[src/rtl/fetch_unit.sv]
`default_nettype none
// ============================================================================
//  Module      : fetch_unit
//  Description : Instruction-fetch stage. It holds the program counter and
//                the IF/ID pipeline register, and drives a word address to a
//                combinational-read instruction memory. The stage supports
//                decode stalls, IF/ID flushes, branch redirects, a fault tag
//                for fetches beyond the memory, and a sticky misalignment
//                flag for redirect targets.
//  Revision    : 1.0  initial release
// ----------------------------------------------------------------------------
//  Parameters
//    RESET_PC    byte address loaded into the PC on reset
//    IMEM_AW     instruction-memory word-address width (2**IMEM_AW words)
//  Ports
//    clk         system clock, rising-edge active
//    rst         asynchronous active-high reset
//    stall       hold the PC and IF/ID
//    flush       replace the IF/ID contents with a bubble
//    br_taken    one-cycle redirect request
//    br_target   redirect byte address
//    imem_addr   word address to instruction memory = {2'b00, pc[31:2]}
//    imem_data   instruction word for imem_addr (combinational return)
//    pc          current fetch byte address
//    id_pc       byte address of the instruction in IF/ID
//    id_pc4      id_pc + 4, registered together with id_pc
//    id_inst     instruction in IF/ID (32'h0 for a bubble or faulted fetch)
//    id_valid    IF/ID holds a real instruction
//    id_fault    IF/ID fetch address lay outside instruction memory
//    misalign    sticky: a redirect target had nonzero low bits
// ============================================================================
module fetch_unit #(
    parameter logic [31:0] RESET_PC = 32'h0000_0000,
    parameter int          IMEM_AW  = 6
) (
    input  logic        clk,
    input  logic        rst,
    input  logic        stall,
    input  logic        flush,
    input  logic        br_taken,
    input  logic [31:0] br_target,
    output logic [31:0] imem_addr,
    input  logic [31:0] imem_data,
    output logic [31:0] pc,
    output logic [31:0] id_pc,
    output logic [31:0] id_pc4,
    output logic [31:0] id_inst,
    output logic        id_valid,
    output logic        id_fault,
    output logic        misalign
);

    // Any address bit at or above this position lies outside instruction
    // memory (word address bits plus the two byte-offset bits).
    localparam int          c_FAULT_LSB = IMEM_AW + 2;
    localparam logic [31:0] c_NOP       = 32'h0000_0000;
    localparam logic [31:0] c_PC_STEP   = 32'd4;

    // ------------------------------------------------------------------
    // State
    // ------------------------------------------------------------------
    logic [31:0] r_pc;
    logic [31:0] r_id_pc;
    logic [31:0] r_id_pc4;
    logic [31:0] r_id_inst;
    logic        r_id_valid;
    logic        r_id_fault;
    logic        r_misalign;

    // ------------------------------------------------------------------
    // Combinational helpers
    // ------------------------------------------------------------------
    logic [31:0] w_pc_plus4;    // wraps modulo 2**32 with no flag
    logic        w_fetch_fault;
    logic        w_tgt_misal;
    logic [31:0] w_tgt_aligned;

    assign w_pc_plus4    = r_pc + c_PC_STEP;
    assign w_fetch_fault = |(r_pc >> c_FAULT_LSB);
    assign w_tgt_misal   = |br_target[1:0];
    assign w_tgt_aligned = {br_target[31:2], 2'b00};

    // ------------------------------------------------------------------
    // Next-state values
    // ------------------------------------------------------------------
    logic [31:0] w_pc_nxt;
    logic [31:0] w_id_pc_nxt;
    logic [31:0] w_id_pc4_nxt;
    logic [31:0] w_id_inst_nxt;
    logic        w_id_valid_nxt;
    logic        w_id_fault_nxt;
    logic        w_misalign_nxt;

    always_comb begin
        // Default: every register holds.
        w_pc_nxt       = r_pc;
        w_id_pc_nxt    = r_id_pc;
        w_id_pc4_nxt   = r_id_pc4;
        w_id_inst_nxt  = r_id_inst;
        w_id_valid_nxt = r_id_valid;
        w_id_fault_nxt = r_id_fault;
        w_misalign_nxt = r_misalign;

        if (br_taken) begin
            // A redirect overrides both stall and flush. The IF/ID entry
            // becomes a bubble; id_pc/id_pc4 keep their old contents.
            w_pc_nxt       = w_tgt_aligned;
            w_id_inst_nxt  = c_NOP;
            w_id_valid_nxt = 1'b0;
            w_id_fault_nxt = 1'b0;
            w_misalign_nxt = r_misalign | w_tgt_misal;
        end else begin
            if (!stall) begin
                w_pc_nxt = w_pc_plus4;
            end

            if (flush) begin
                // Flush inserts a bubble even while stalled.
                w_id_inst_nxt  = c_NOP;
                w_id_valid_nxt = 1'b0;
                w_id_fault_nxt = 1'b0;
            end else if (!stall) begin
                // Normal capture. A faulted fetch carries its address but
                // no instruction and is not marked valid.
                w_id_pc_nxt    = r_pc;
                w_id_pc4_nxt   = w_pc_plus4;
                w_id_inst_nxt  = w_fetch_fault ? c_NOP : imem_data;
                w_id_valid_nxt = ~w_fetch_fault;
                w_id_fault_nxt = w_fetch_fault;
            end
        end
    end

    // ------------------------------------------------------------------
    // Registers (asynchronous reset)
    // ------------------------------------------------------------------
    always_ff @(posedge clk or posedge rst) begin
        if (rst) begin
            r_pc       <= RESET_PC;
            r_id_pc    <= 32'h0;
            r_id_pc4   <= 32'h0;
            r_id_inst  <= c_NOP;
            r_id_valid <= 1'b0;
            r_id_fault <= 1'b0;
            r_misalign <= 1'b0;
        end else begin
            r_pc       <= w_pc_nxt;
            r_id_pc    <= w_id_pc_nxt;
            r_id_pc4   <= w_id_pc4_nxt;
            r_id_inst  <= w_id_inst_nxt;
            r_id_valid <= w_id_valid_nxt;
            r_id_fault <= w_id_fault_nxt;
            r_misalign <= w_misalign_nxt;
        end
    end

    // ------------------------------------------------------------------
    // Outputs: straight from registers, no added latency
    // ------------------------------------------------------------------
    assign pc        = r_pc;
    assign imem_addr = {2'b00, r_pc[31:2]};
    assign id_pc     = r_id_pc;
    assign id_pc4    = r_id_pc4;
    assign id_inst   = r_id_inst;
    assign id_valid  = r_id_valid;
    assign id_fault  = r_id_fault;
    assign misalign  = r_misalign;

endmodule
`default_nettype wire

[config.mk]
export PLATFORM = sky130hd
export DESIGN_NAME = fetch_unit
export DESIGN_NICKNAME = d
export VERILOG_FILES = /design/src/rtl/fetch_unit.sv
export SDC_FILE = /design/constraint.sdc
export NUM_CORES = 1
export LEC_CHECK = 0
export ABC_CLOCK_PERIOD_IN_PS = 10300
export BUFFER_PORTS_ARGS = -buffer_cell sky130_fd_sc_hd__buf_2
export CAP_MARGIN = 20
export CORE_MARGIN = 10
export CORE_UTILIZATION = 44
export CTS_CLUSTER_DIAMETER = 50
export DETAILED_ROUTE_END_ITERATION = 12
export GPL_TIMING_DRIVEN = 0
export HOLD_SLACK_MARGIN = 0.02
export PLACE_DENSITY = 0.83
export SYNTH_ARGS = -nofsm -noshare
export SYNTH_HDL_FRONTEND = slang
export SYNTH_SLANG_ARGS = --single-unit
export TNS_END_PERCENT = 1
[constraint.sdc]
create_clock -name clk -period 10.3 [get_ports clk]
set_input_delay 0.515 -clock clk [delete_from_list [all_inputs] [get_ports clk]]
set_output_delay 0.515 -clock clk [all_outputs]
set_load 0.03 [all_outputs]
Word-level counts from Yosys, hierarchy flattened --
Cells that the tools add are included. Widths: inputs -> output; s select.
Word-level totals: bits of input ports 69, register bits 131, word-level logic and storage cells 30, output and inout port bits 163
Cells by class: equality and inequality tests 2, bitwise logic cells 5, mux-type cells 12, reduce and logical (&&, ||, !) cells 3, add/subtract/negate cells 1
Operators by type and width (count):
- $mux 32 | 6
- $add 32x3->32 const B | 1
- $reduce_or 24->1 | 1
- $mux 1 | 6
- $not 1->1 | 4
- $ne 3x1->1 const B | 1
- $reduce_and 3->1 | 1
- $ne 2x1->1 const B | 1
- $reduce_or 2->1 | 1
- $or 1x1->1 | 1

Logic depth before layout (Yosys ltp) --
Gate-level depths: netlist of run 1.
word-level depth 5, mapped depth 8, gate-level depth less buffers 6

Worst setup path after synthesis of run 1 --
Ideal clock, no wire load.
kind flip-flop to flip-flop, start point reg r_pc[8] (netlist: pc[8]), end point reg r_id_pc4[27] (netlist: id_pc4[27]), cell stages (with the launch flop) 8, buffers on the path 2, arrival time 1.986 ns, setup time 0.131 ns, data required time 10.169 ns, path slack 8.183 ns, clock period less this slack 2.117 ns, path through dfrtp_1 -> buf_2 -> nand4_2 -> or4_4 -> buf_6 -> nor3b_2 -> xnor2_1 -> o21ai_1
Between the ends: longest elaborated chain between the ends 1
Ends and longest elaborated chain:
- from (decl) | RTL line 62 | logic [31:0] r_pc;
- from (signal assigned) | RTL line 147 | r_pc <= w_pc_nxt;
- $add 32x3->32 | RTL line 78 | assign w_pc_plus4 = r_pc + c_PC_STEP;
- to (signal assigned) | RTL line 149 | r_id_pc4 <= w_id_pc4_nxt;
- to (decl) | RTL line 64 | logic [31:0] r_id_pc4;
Every way passes these cells. A chain may end at the register's enable or synchronous reset.

Final worst setup path of run 1 --
start point reg r_pc[2] (netlist: pc[2]), end point reg r_pc[24] (netlist: pc[24])
Between the ends: longest elaborated chain between the ends 3
Ends and longest elaborated chain:
- $add 32x3->32 | RTL line 78
- $mux 32 | RTL line 113 | if (!stall) begin
- $mux 32 | RTL line 104 | if (br_taken) begin
Every way passes these cells. The select of a mux whose other input is x is not followed.

==> results.toml, run 1 <==
[clock_tree]
ctsResizeCount = 0
htree_num_levels = 4
path_clk_slew_ns = 0.05
ctsRootBufferMaster = "clkbuf_16"
clk_latency_ns = 0.42
ctsLongestPathBuffers = 2
cts_setup_buffers = 0
cts_hold_buf = 0
cts.sinks = 125
tritoncts = "done"
cts_buffers = 17

[final_layout]
final_util_pct = 60.7
diodes = 0
syn_to_final_growth_pct = 35.2
fillers = 1160
drive_gt1_share_pct = 36.4
nets = 938
final_cell_mix = "buf_2, nand2_1, dfrtp_1"
fin_area_sq_um = 8000
mostFrequentLayoutCell = "buf_2"

[yosys]
ys_warn_count = 0
yosysSeqAreaShare_pct = 52.9
synth_cells = 619
syn-cell-area_sq_um = 5920
async_flop_share_pct = 100
syn_area_per_cell_sq_um = 9.56
synth_edf_count = 0
synth_cell_types = 39
ys_ff_latch = 125
synth_ff_type = "dfrtp_1"

[floorplan]
core_area_sq_um = 13200
die_width_um = 136
num_rows = 42
dieArea_sq_um = 18500
start_util_pct = 44.9
io_pins = 232
die_h_um = 136

[worst_setup_path]
cp-end-kind = "flop"
max_stage_delay_ns = 0.48
worstPathBufferInverterCount = 1
arrival_ns = 2.70
start_kind = "flop"
crit_slowest_cell = "dfrtp_1"
required_ns = 10.58
path_max_fanout = 8
crit_chain = "ha_1 > and4_1 > clkbuf_1 > nand4_1 > nor3_1 > xnor2_1 > o21ai_1"
path_class = "reg2reg"
path_delay_family = "simple AND/OR/NAND/NOR gates"

[outcome]
status = "finished, final reports clean"

[power]
cellPowerDensity_nw_per_um2 = 205
leakage_uw = 0.00407
peakVddDrop_uv = 125

[timing]
fin_crit_ns = 2.42
drv_slew = 0
worstMarginPinSlew_ns = 0.917
finalHoldViolCount = 0
hold_ws_ns = 0.155
clock_skew_ns = 0.00805
tns_ns = 0
fmaxAchievable_ghz = 0.413
grt_setup_unrepaired = "no"
fin_crit_sh_pct = 23.5
setup_viol = 0
slew_headroom_pct = 38.4
timing.final.ws_setup_ns = 7.88

[grt]
track_usage_pct = 20.2
grt_start_max_net_pins = 68
grt_antenna_before_repair = 1
grt_overflow_total = 0
grt_pass1_wl_mm = 29.3
grt_pass1_vias = 5367

[route]
wl_mm = 19.0
vias_per_cell = 4.96
ant_nets = 0
drc_errors = 0
wire_per_inst_um = 17.9
dr.pass1.iters = 5
drtIter0Drc = 361
vias = 5241

[placement]
dpl.hpwl_mm = 14.3
dp_slack_ns = 7.57
port_buffers = 222
finalWeightedCongestion = 0.838
placed_cell_area_sq_um = 7310

[run]
max_cap_viol_count = 0

[min_path]
hp-class = "in2async"
[cells by family after synthesis]
| group | after synthesis | share of synthesized area (%) |
|---|---|---|
| multiplexers | 1 | 0.169 |
| AND/OR/NAND/NOR | 251 | 19.7 |
| adder cells (fa/ha/maj) | 1 | 0.211 |
| flip-flops | 125 | 52.9 |
| other | 1 | 0.0634 |
| AO/OA/AOI/OAI | 94 | 10.1 |
| buffers and inverters | 89 | 8.46 |
| XOR/XNOR | 57 | 8.44 |
[layout make-up]
type                       instances  area [sq um]  area share, %
buffer                            88           497           6.21
clock buffer                      22           484           6.05
clock inverter                    10           208           2.60
inverter                           1          8.76          0.109
multi-input combinational        412          2320           28.9
sequential                       125          3130           39.1
tap                              176           220           2.75
timing repair buffer             223          1140           14.2
[cell usage after synthesis (all sizes together) (2+ instances only)]
library cell,instances,area [sq um]
buf,53,365
xnor2,41,359
nand4,14,93.8
nand3,7,40.0
and4,5,43.8
nor2,24,90.1
dfrtp,125,3130
a22o,32,280
nor4,10,81.3
nand2,165,619
and3,2,12.5
nor3b,2,20.0
o21ai,60,300
clkbuf,35,131
xor2,16,140
nor3,13,95.1
nand2b,2,12.5
[worst register-to-register path, cell delays in order (launching register included)]
cell and delay, ns:
dfrtp_1 0.48, ha_1 0.28, and4_1 0.20, clkbuf_1 0.30, nand4_1 0.44, nor3_1 0.35
xnor2_1 0.16, o21ai_1 0.07
[through the flow]
stage | total power, uW | cells
2_1_floorplan | 830 | 626
3_3_place_gp | 946 | 1024
3_5_place_dp | 955 | 1025
4_1_cts | 1650 | 1057
5_1_grt | 1710 | 1057
6_report | 1640 | 1057
[sequential cells by signal (all words and copies together), names as in the netlist]
name	count
pc	30
id_pc	30
id_fault	1
id_valid	1
misalign	1
id_pc4	30
id_inst	32
[where the power goes]
group / internal, uW / switching [uW]
clock: 479 / 217
combinational: 109 / 250
sequential: 544 / 41.5
[metal layers]
layer	routed length, um	global-route usage (%)
met1	7460	23.8
met2	9840	35.0
met5	13	0
met4	267	6.51
met3	1380	5.35
[path summary, 6_finish.rpt]
kind,endpoint,slack [ns],start,cells past startpoint
max in group asynchronous,id_pc4[20]$_DFFE_PP0P_,9.42,rst,3
worst min-delay path,id_inst[22]$_DFFE_PP0P_,0.16,rst,2
worst min register to register,id_pc[16]$_DFFE_PP0P_,0.47,id_pc[16]$_DFFE_PP0P_,2
worst max-delay path,pc[24]$_DFFE_PP0N_,7.88,pc[2]$_DFFE_PP0N_,7
worst max register to register,pc[24]$_DFFE_PP0N_,7.88,pc[2]$_DFFE_PP0N_,7
min in group clk,pc[6]$_DFFE_PP0N_,0.30,br_target[6],3
(Power assumes the default switching activity.)
==> run 2: changes to the inputs <==
Settings changed: ABC_CLOCK_PERIOD_IN_PS 10300 to 2040, PLACE_DENSITY 0.83 to 0.86.
Clock period 10.3 ns to 2.04 ns, I/O delays scaled along.
==> run 2 against run 1 <==
Effect of this change:
- combinational power grew to 5.5 times the previous value
- clock power grew to 4.6 times the previous value
- die area stayed put
- critical path depth stayed put
- register-to-register slack worse by 7.8 ns
- cell area is 9.7% higher
- sequential share of layout area is 3.3 points lower
- non-clock buffer count is 71 higher
- power grew to 4.9 times the previous value
- final cell count is 6.8% higher
- first-iteration DRC count is 18% lower
- count of clock-buffer cells in the layout stayed put
- critical path type unchanged
- largest power group unchanged
==> results.toml, run 2 (same netlist as run 1, synthesis figures left out) <==
[outcome]
status = "finished, final reports clean"

[clock_tree]
htree_num_levels = 4
cts_buffers = 17
cts.sinks = 125
ctsRootBufferMaster = "clkbuf_16"
ctsLongestPathBuffers = 2
path_clk_slew_ns = 0.05
clk_latency_ns = 0.42
tritoncts = "done"

[power]
cellPowerDensity_nw_per_um2 = 925
peakVddDrop_uv = 504
total_power_uw = 8120
leakage_uw = 0.00439

[floorplan]
core_area_sq_um = 13200
io_pins = 232
die_width_um = 136
dieArea_sq_um = 18500
start_util_pct = 44.9
num_rows = 42
die_h_um = 136

[final_layout]
nets = 1009
final_cell_mix = "buf_2, nand2_1, dfrtp_1"
mostFrequentLayoutCell = "buf_2"
drive_gt1_share_pct = 36.2
largest_reg_flops = 32
multiInputGateArea_sq_um = 2370
syn_to_final_growth_pct = 48.3
register_area_sq_um = 3140
fillers = 1006

[grt]
track_usage_pct = 22.1
grt_pass1_vias = 5932
grt_overflow_total = 0
grt_pass1_wl_mm = 32.1
grt_antenna_before_repair = 1
grt_start_max_net_pins = 43

[worst_setup_path]
path_max_fanout = 10
cp-end-kind = "flop"
required_ns = 2.32
crit_start = "pc[11]$_DFFE_PP0N_"
arrival_ns = 2.27
path_class = "reg2reg"
start_kind = "flop"
r2r-start = "pc[11]$_DFFE_PP0N_"

[timing]
tns_ns = 0
fin_crit_ns = 1.99
grt_setup_unrepaired = "yes"
hold_ws_ns = 0.0724
slew_headroom_pct = 36.3
finalHoldViolCount = 0
drv_slew = 0
fin_crit_sh_pct = 97.4
clock_skew_ns = 0.00894
worstMarginPinSlew_ns = 0.953
fmaxAchievable_ghz = 0.503
setup_viol = 0

[min_path]
min_from = "flush"
hp-class = "in2reg"

[run]
max_cap_viol_count = 0

[route]
drc_errors = 0
wire_per_inst_um = 18.7
vias = 5725
ant_nets = 0
wl_mm = 21.1
dr.pass1.iters = 4
vias_per_cell = 5.07
drtIter0Drc = 297

[placement]
dpl.hpwl_mm = 14.8
finalWeightedCongestion = 0.849
port_buffers = 222
==> run 2: changes by cell type in the layout (fill, tap and decap cells not counted), sizes merged, moves of 2 or more <==
cell	previous run	this run
buf	276	286
dlygate4sd3	0	65
clkbuf	57	53
bufinv	6	4
diode	0	4
==> run 2: path summary, 6_finish.rpt <==
check                      slack [ns]                     end  depth (start not counted)
setup / recovery                 0.05  id_pc4[29]$_DFFE_PP0P_                          7
hold / removal                   0.07    id_pc[2]$_DFFE_PP0P_                          4
setup reg to reg                 0.05  id_pc4[29]$_DFFE_PP0P_                          7
hold reg to reg                  0.46    misalign$_DFFE_PP0P_                          1
max in group asynchronous        0.97      pc[12]$_DFFE_PP0N_                          5
min in group asynchronous        0.27  id_inst[3]$_DFFE_PP0P_                          3
==> run 2: final cells by class <==
cell class / instances / area share, %
inverter: 1 / 0.0855
sequential: 125 / 35.8
timing repair buffer: 298 / 21.4
clock buffer: 22 / 5.40
tap: 176 / 2.51
buffer: 84 / 6.09
multi-input combinational: 412 / 27.0
clock inverter: 7 / 1.57
antenna: 4 / 0.114
==> run 2: routing by layer <==
layer | GRT usage, % | part of all wire (%) | up-vias
met4 | 10.3 | 3.1 | 0
met1 | 25.0 | 39 | 2795
met3 | 6.68 | 6.4 | 46
met5 | 0 | 0 | -
met2 | 37.7 | 52 | 227
li1 | - | - | 2657
==> run 2: power by group <==
part / internal [uW] / total [uW] / switching [uW]
Clock: 2110 / 3170 / 1050
Sequential: 2750 / 2990 / 234
Combinational: 655 / 1960 / 1310
Total: 5520 / 8120 / 2590
==> run 2: through the flow <==
stage	instance area [sq um]	util (%)	cells	setup slack (ns)
2_1_floorplan	5950	-	626	-0.0766
3_3_place_gp	7280	55.2	1024	-0.426
3_5_place_dp	7340	55.6	1027	-0.403
4_1_cts	8680	65.8	1123	-0.0344
5_1_grt	8770	66.5	1125	-0.0573
6_report	8780	66.5	1129	0.0538
==> run 2: worst max-delay path, cell delays in order, from the launching register on <==
cell,delay [ns]
dfrtp_1,0.39
buf_6,0.17
nand4_1,0.14
or4_4,0.57
buf_12,0.18
nor3_2,0.19
xnor2_1,0.13
o21ai_1,0.07
==> run 2: what timing repair did <==
action	4_1_cts	5_1_grt
buffers inserted	5	3
gates resized for setup	14	29
hold buffers	65	0
endpoints found under the hold margin	82	0
pin swaps	4	5
endpoints found under the setup margin	63	62
